File: src/rtl/multi_counter_bank.sv
// ============================================================================
// Module      : multi_counter_bank
// Description : Bank of NUM_CH independent WIDTH-bit up/down counters with
//               wrap/saturate modes, loadable counts, programmable limits,
//               registered terminal-count pulses and sticky overflow flags.
// Revision    : 1.0 - initial release
// ============================================================================
`default_nettype none

module multi_counter_bank #(
  parameter int                NUM_CH    = 3,
  parameter int                WIDTH     = 8,
  parameter logic [WIDTH-1:0]  LIMIT_RST = {WIDTH{1'b1}},
  parameter int                CH_W      = (NUM_CH > 1) ? $clog2(NUM_CH) : 1
) (
  input  logic                    clk,
  input  logic                    reset_n,
  input  logic [NUM_CH-1:0]       en,
  input  logic [NUM_CH-1:0]       dir,
  input  logic [NUM_CH-1:0]       sat,
  input  logic [NUM_CH-1:0]       load,
  input  logic [NUM_CH*WIDTH-1:0] load_val,
  input  logic                    lim_we,
  input  logic [CH_W-1:0]         lim_ch,
  input  logic [WIDTH-1:0]        lim_val,
  input  logic [NUM_CH-1:0]       clr_ovf,
  output logic [NUM_CH*WIDTH-1:0] count,
  output logic [NUM_CH-1:0]       tc,
  output logic [NUM_CH-1:0]       ovf
);

  for (genvar i = 0; i < NUM_CH; i++) begin : g_ch
    // Matching on the exact index means out-of-range lim_ch selects no channel.
    localparam logic [CH_W-1:0] c_idx = CH_W'(i);

    logic [WIDTH-1:0] r_cnt;
    logic [WIDTH-1:0] r_lim;
    logic             r_tc;
    logic             r_ovf;
    logic [WIDTH-1:0] w_cnt_nxt;
    logic             w_at_term;
    logic             w_event;
    logic             w_lim_wr;

    always_comb begin
      w_at_term = dir[i] ? (r_cnt >= r_lim) : (r_cnt == '0);
      w_event   = en[i] & ~load[i] & w_at_term;
      w_lim_wr  = lim_we & (lim_ch == c_idx);
      w_cnt_nxt = r_cnt;
      if (load[i]) begin
        w_cnt_nxt = load_val[i*WIDTH +: WIDTH];
      end else if (en[i]) begin
        if (w_at_term) begin
          if (!sat[i]) begin
            w_cnt_nxt = dir[i] ? '0 : r_lim;
          end
        end else begin
          w_cnt_nxt = dir[i] ? (r_cnt + WIDTH'(1)) : (r_cnt - WIDTH'(1));
        end
      end
    end

    // The step above reads the old r_lim, so a same-edge limit write only
    // affects later steps.
    always_ff @(posedge clk or negedge reset_n) begin
      if (!reset_n) begin
        r_cnt <= '0;
        r_lim <= LIMIT_RST;
        r_tc  <= 1'b0;
        r_ovf <= 1'b0;
      end else begin
        r_cnt <= w_cnt_nxt;
        r_tc  <= w_event;
        if (w_event) begin
          r_ovf <= 1'b1;
        end else if (clr_ovf[i]) begin
          r_ovf <= 1'b0;
        end
        if (w_lim_wr) begin
          r_lim <= lim_val;
        end
      end
    end

    assign count[i*WIDTH +: WIDTH] = r_cnt;
    assign tc[i]                   = r_tc;
    assign ovf[i]                  = r_ovf;
  end

endmodule

`default_nettype wire
File: config.mk
export PLATFORM = sky130hd
export DESIGN_NAME = multi_counter_bank
export DESIGN_NICKNAME = d
export VERILOG_FILES = /design/src/rtl/multi_counter_bank.sv
export SDC_FILE = /design/constraint.sdc
export NUM_CORES = 1
export LEC_CHECK = 0
export ABC_AREA = 1
export BUFFER_PORTS_ARGS = -buffer_cell sky130_fd_sc_hd__buf_2
export CAP_MARGIN = 25
export CORE_ASPECT_RATIO = 0.7
export CORE_UTILIZATION = 45
export DETAILED_ROUTE_END_ITERATION = 7
export HOLD_SLACK_MARGIN = 0.05
export PLACE_DENSITY = 0.67
export SLEW_MARGIN = 30
export SYNTH_ARGS = -nofsm -noshare
export SYNTH_HDL_FRONTEND = slang
export SYNTH_SLANG_ARGS = --single-unit
File: constraint.sdc
create_clock -name clk -period 2.4 [get_ports clk]
set_clock_uncertainty 0.15 [all_clocks]
set_input_delay 0.24 -clock clk [delete_from_list [all_inputs] [get_ports clk]]
set_output_delay 0.24 -clock clk [all_outputs]
set_load 0.03 [all_outputs]
==> results.ini, run 1 <==
[final_layout]
diodes = 0
finalInstanceArea_mm2 = 0.00514
syn_to_final_growth_pct = 17.1
nets = 814
finalNonFillerCells = 842
nFillCells = 924
drive_gt1_share_pct = 19.9

[critical_path]
worstPathArrival_ns = 2.22
crit_required_ns = 2.44
cp-end-kind = flop
crit_type = flop to flop
cp-start-kind = flop
cp_max_fo = 9
path_cells = inv_1, ha_1, nand2_1, nor2_1, nand2_1, nand2_2, nand3_1, o21ai_2, clkinv_4, nand2_1, nand2_1
critPathSlowestCell = dfstp_2
crit_path_max_incr_delay_ns = 0.54
cp_common_cell = nand2_1

[global_route]
antenna_found_initial = 0
grt_pass1_wl_um = 19300
gr-total-overflow = 0
grt_pass1_vias = 4128
grtUsageTotal_pct = 23.8
grt_max_degree = 23

[power]
ir_drop_uv = 377
power-per-cell-area_mw_per_mm2 = 750
p_total_mw = 3.86
p_leak_nw = 2.86

[sta]
tightest_slew_ns = 0.555
whs_ns = 0.0601
drv_slew = 0
min_period_over_period_pct = 90.9
fin_crit_ns = 2.18
hold_viol = 0
fmax_mhz = 458
relSlewSlack_pct = 62.9
setup_viol = 0
setup_slack_ns = 0.218

[logic_synthesis]
netlist_top_cells_area = dfrtp_1 17%, nand2_1 16%, dfstp_2 14%, ha_1 12%, inv_1 7.4%
syn_area_mm2 = 0.00439
yosysMostFrequentCell = nand2_1
synthesis.nets = 726
synth-seq-cells = 54
synth_top_cells_by_count = 193 x nand2_1, 86 x inv_1, 61 x nand3_1, 42 x ha_1, 41 x nor2_1
ys.flop_type = dfrtp_1
synth_top_cell_by_area = dfrtp_1
ys_types = 36
yosysTopAreaCellShare_pct = 17.1
avgSynthCellArea_um2 = 6.98
ys_seq_area_share_pct = 31.5
synthArstFlopShare_pct = 100
synth_edf_count = 0
syn_inst = 629
yosys_warnings = 0

[routing]
post-route-drc-count = 0
wire_per_inst_um = 13.4
drt_wl_total_um = 11300
vias = 4316
viasPerCell = 5.13
ant_nets = 0
firstDrtPassIters = 5
drt_iter0_markers = 353

[cts]
post_cts_buffers = 0
cts-buffers-inserted = 5
tritoncts = yes
cts_max_path_buffers = 2
h-tree-depth = 2
insertion_delay_ns = 0.30
cts_sinks = 54
cts.clk_slew.worst_paths_ns = 0.07
cts_root_buf = clkbuf_16

[min_path]
holdCritPathClass = input port to flop

[die]
pin_count = 82
die_width_um = 120
rows = 29
initial_core_util_pct = 47.5
design.core.area_mm2 = 0.00925
die-height_um = 84.7
dieArea_mm2 = 0.0102

[placement]
place_area_mm2 = 0.00491
dp_hpwl_um = 8870
gp_congestion = 0.875
dp_slack_ns = 0.163
dp_cells = 826
io_buffer_count = 81

[flow_run]
drv_cap = 0

[status]
status = complete, no violations

==> through the flow <==
| step | setup TNS [ns] | util [%] |
|---|---|---|
| final | 0 | 55.6 |
| after floorplan | 0 | - |
| after CTS | 0 | 55.5 |
| after detailed placement | 0 | 53.1 |
| after global placement | 0 | 53.1 |
| after global routing | -0.0184 | 55.6 |
==> final timing paths <==
| kind | cells after the start | to | slack (ns) | start |
|---|---|---|---|---|
| worst min-delay path | 5 | g_ch[0].r_cnt[5]$_DFFE_PN0P_ | 0.06 | load_val[5] |
| min in group asynchronous | 2 | g_ch[0].r_cnt[5]$_DFFE_PN0P_ | 0.31 | reset_n |
| worst max-delay path | 11 | g_ch[0].r_cnt[7]$_DFFE_PN0P_ | 0.22 | g_ch[0].r_lim[7]$_DFFE_PN1P_ |
| worst min register to register | 2 | g_ch[0].r_lim[3]$_DFFE_PN1P_ | 0.35 | g_ch[0].r_lim[3]$_DFFE_PN1P_ |
| max in group asynchronous | 3 | g_ch[2].r_lim[2]$_DFFE_PN1P_ | 1.06 | reset_n |
| worst max register to register | 11 | g_ch[0].r_cnt[7]$_DFFE_PN0P_ | 0.22 | g_ch[0].r_lim[7]$_DFFE_PN1P_ |
==> cells by family (layout without fill, tap and decap cells) <==
family / count (synthesis) / in the layout / synth area share (%)
AND/OR/NAND/NOR: 326 / 326 / 31.8
XOR/XNOR: 13 / 13 / 2.59
flip-flops: 54 / 54 / 31.5
buffers and inverters: 108 / 197 / 10.2
AO/OA/AOI/OAI: 83 / 83 / 10.7
adder cells (fa/ha/maj): 45 / 45 / 13.3
==> placed cells by master (no fill, tap or decap), types with 2 or more instances in the layout <==
cell	count
nand2_1	192
inv_1	86
buf_2	81
nand3_1	61
ha_1	42
nor2_1	41
o21ai_0	33
a21oi_1	30
dfrtp_1	30
dfstp_2	24
nand4_1	10
xor2_1	8
dlygate4sd3_1	8
a21boi_0	7
buf_4	7
nand2_2	5
or2_2	5
xnor2_1	5
clkbuf_16	5
inv_2	4
nor2_2	4
nand3b_1	4
a21boi_1	4
fa_1	3
nand2_4	2
a21o_1	2
o21ai_1	2
a31oi_1	2
clkbuf_1	2
==> state kept, by name, indices dropped and copies added (netlist names) <==
| signal | count |
|---|---|
| g_ch.r_ovf | 3 |
| g_ch.r_cnt | 24 |
| g_ch.r_tc | 3 |
| g_ch.r_lim | 24 |
==> power breakdown <==
| part | total [mW] | internal (mW) | leakage [nW] | switching [mW] |
|---|---|---|---|---|
| clock | 0.754 | 0.418 | 0.0712 | 0.336 |
| combinational | 1.79 | 0.674 | 2.17 | 1.11 |
| sequential | 1.32 | 1.12 | 0.618 | 0.199 |
==> final cells by class <==
class / count / area, µm² / share of cell area [%]
multi-input combinational: 467 / 2560 / 49.9
sequential: 54 / 1380 / 26.9
timing repair buffer: 96 / 538 / 10.5
inverter: 93 / 355 / 6.91
tap: 124 / 155 / 3.02
clock buffer: 8 / 146 / 2.85
==> what timing repair did <==
action	CTS	global route
hold buffers	8	0
hold endpoints to repair	19	0
gates resized for setup	0	1
endpoints found under the setup margin	0	7
==> metal layers <==
metal  part of all wire (%)  track usage [%]  up-vias  wire [µm]
li1                       -                -     2187          -
met1                     50             34.6     1986       5670
met2                     42             35.9      133       4680
met3                    7.0             4.48       10        791
met4                    1.1             6.93        0        121
met5                      0                0        -          0
==> critical path: cells and delay by family, from the launching register on <==
kind	cells	cell delay (ns)
fa+ha+maj	1	0.28
compound gates	1	0.22
simple gates	7	0.66
buf+inv	2	0.20
flops	1	0.54
Note: power is estimated with default switching activity, not from simulation.
==> inputs of run 2 (changes only) <==
==> constraint.sdc (replaced) <==
create_clock -name clk -period 2.4 [get_ports clk]
set_clock_uncertainty 0.15 [all_clocks]
set_input_delay 0.12 -clock clk [delete_from_list [all_inputs] [get_ports clk]]
set_output_delay 0.12 -clock clk [all_outputs]
set_load 0.03 [all_outputs]
==> results.ini, run 2 (synthesis gave the netlist of run 1 again) <==
[status]
status = complete, no violations  ; unchanged

[critical_path]
cp_common_cell = nand2_1  ; unchanged
crit_path_max_incr_delay_ns = 0.56  ; was 0.54 ns
cp-start-kind = flop  ; unchanged
critPathSlowestCell = dfstp_2  ; unchanged
cp_max_fo = 9  ; unchanged
crit_type = flop to flop  ; unchanged
crit_required_ns = 2.43  ; was 2.44 ns
path_cells = inv_1, ha_1, nand2_1, inv_1, nand2_1, nand2_1, nand2_1, nand2_2, nand3_1, nand2_1, inv_1, nand3_1, nand2_1  ; was inv_1, ha_1, nand2_1, nor2_1, nand2_1, nand2_2, nand3_1, o21ai_2, clkinv_4, nand2_1, nand2_1
worstPathArrival_ns = 2.23  ; was 2.22 ns
cp-end-kind = flop  ; unchanged

[cts]
insertion_delay_ns = 0.29  ; was 0.30 ns
cts.clk_slew.worst_paths_ns = 0.07  ; about the same
cts-buffers-inserted = 5  ; unchanged
tritoncts = yes  ; unchanged
cts_max_path_buffers = 2  ; unchanged
cts_root_buf = clkbuf_16  ; unchanged
h-tree-depth = 2  ; unchanged
cts_sinks = 54  ; unchanged

[min_path]
holdCritPathClass = input port to flop  ; unchanged

[placement]
io_buffer_count = 81  ; unchanged
dp_cells = 824  ; was 826
gp_congestion = 0.887  ; was 0.875
dp_hpwl_um = 8730  ; was 8870 µm

[final_layout]
syn_to_final_growth_pct = 25.1  ; was 17.1%
drive_gt1_share_pct = 20.0  ; was 19.9%
finalNonFillerCells = 878  ; was 842
nets = 850  ; was 814
fin_util_pct = 59.4  ; was 55.6%
largestRegisters = g_ch.r_cnt: 24 flops, g_ch.r_lim: 24 flops  ; unchanged
layout.cells.most_common = nand2_1  ; unchanged
diodes = 0  ; unchanged
nFillCells = 877  ; was 924
layout_common_cells = 192 x nand2_1, 86 x inv_1, 81 x buf_2  ; unchanged

[global_route]
grt_pass1_vias = 4159  ; was 4,128
grtUsageTotal_pct = 23.7  ; was 23.8%
grt_pass1_wl_um = 19500  ; was 19,300 µm
grt_max_degree = 32  ; was 23
antenna_found_initial = 0  ; unchanged
gr-total-overflow = 0  ; unchanged

[sta]
relSlewSlack_pct = 49.8  ; was 62.9%
rsz0062_at_grt = false
setup-tns-final_ns = 0  ; unchanged
fmax_mhz = 453  ; was 458 MHz
fin_crit_ns = 2.21  ; was 2.18 ns
hold_viol = 0  ; unchanged
drv_slew = 0  ; unchanged
setup_viol = 0  ; unchanged
tightest_slew_ns = 0.753  ; was 0.555 ns
min_period_over_period_pct = 92.0  ; was 90.9%

[routing]
vias = 4425  ; was 4,316
firstDrtPassIters = 5  ; unchanged
wire_per_inst_um = 13.1  ; was 13.4 µm
drt_wl_total_um = 11500  ; was 11,300 µm
drt_iter0_markers = 248  ; was 353
post-route-drc-count = 0  ; unchanged
ant_nets = 0  ; unchanged
viasPerCell = 5.04  ; was 5.13

[die]
die_width_um = 120  ; unchanged
dieArea_mm2 = 0.0102  ; unchanged
initial_core_util_pct = 47.5  ; unchanged
design.core.area_mm2 = 0.00925  ; unchanged
pin_count = 82  ; unchanged
die-height_um = 84.7  ; unchanged
rows = 29  ; unchanged

[power]
power-per-cell-area_mw_per_mm2 = 710  ; was 750 mW/mm²
p_leak_nw = 3.01  ; was 2.86 nW
ir_drop_uv = 336  ; was 377 µV

[flow_run]
drv_cap = 0  ; unchanged

-- run 2: cell count changes in the layout (fill, tap and decap cells not counted), sizes merged --
cell	change
buf	+6
dlygate4sd3	+30
-- run 2: critical path: cells and delay by family (launching register included) --
kind	cells	cell delay (ns)
flops	1	0.56
fa+ha+maj	1	0.28
simple gates	9	0.82
buf+inv	3	0.27
-- run 2: what timing repair did --
action | in CTS | in global routing
resized for setup | 0 | 5
setup endpoints to repair | 0 | 8
buffers inserted | 0 | 8
hold buffers | 39 | 0
hold endpoints to repair | 67 | 0
-- run 2: metal layers --
layer | vias to the layer above | global-route usage (%) | wire, µm
li1 | 2263 | - | -
met1 | 2020 | 35.7 | 5900
met2 | 135 | 36.4 | 4950
met3 | 7 | 3.53 | 595
met4 | 0 | 3.41 | 65
met5 | - | 0 | 0
-- run 2: per-stage QoR --
step	hold WS [ns]	instance area, µm²	total power [mW]	setup WS (ns)
3_5_place_dp	0.0841	4900	3.08	0.132
6_report	0.0565	5490	3.90	0.192
4_1_cts	0.0534	5420	3.85	0.0344
5_1_grt	0.0789	5490	4.24	0.0138
2_1_floorplan	-0.326	4390	2.61	0.312
3_3_place_gp	0.0754	4900	3.03	0.152
-- run 2: cell type report --
| type | instances | area, µm² | share of cell area, % |
|---|---|---|---|
| inverter | 93 | 355 | 6.47 |
| multi-input combinational | 467 | 2580 | 47.0 |
| clock buffer | 8 | 136 | 2.48 |
| tap | 124 | 155 | 2.82 |
| timing repair buffer | 132 | 883 | 16.1 |
| sequential | 54 | 1380 | 25.2 |
-- run 2: power by group --
group | internal, mW | total [mW] | switching, mW
combinational | 0.736 | 1.88 | 1.14
clock | 0.390 | 0.711 | 0.321
sequential | 1.12 | 1.31 | 0.198
total | 2.24 | 3.90 | 1.66
-- run 2: final timing paths --
kind / from / endpoint / cells after the start / slack, ns
min in group asynchronous: reset_n / g_ch[1].r_cnt[2]$_DFFE_PN0P_ / 2 / 0.28
max in group asynchronous: reset_n / g_ch[0].r_lim[0]$_DFFE_PN1P_ / 3 / 1.05
worst min-delay path: sat[1] / g_ch[1].r_cnt[6]$_DFFE_PN0P_ / 4 / 0.06
worst min register to register: g_ch[0].r_lim[1]$_DFFE_PN1P_ / g_ch[0].r_lim[1]$_DFFE_PN1P_ / 2 / 0.34
worst max register to register: g_ch[2].r_lim[3]$_DFFE_PN1P_ / g_ch[2].r_cnt[7]$_DFFE_PN0P_ / 13 / 0.19
worst max-delay path: g_ch[2].r_lim[3]$_DFFE_PN1P_ / g_ch[2].r_cnt[7]$_DFFE_PN0P_ / 13 / 0.19
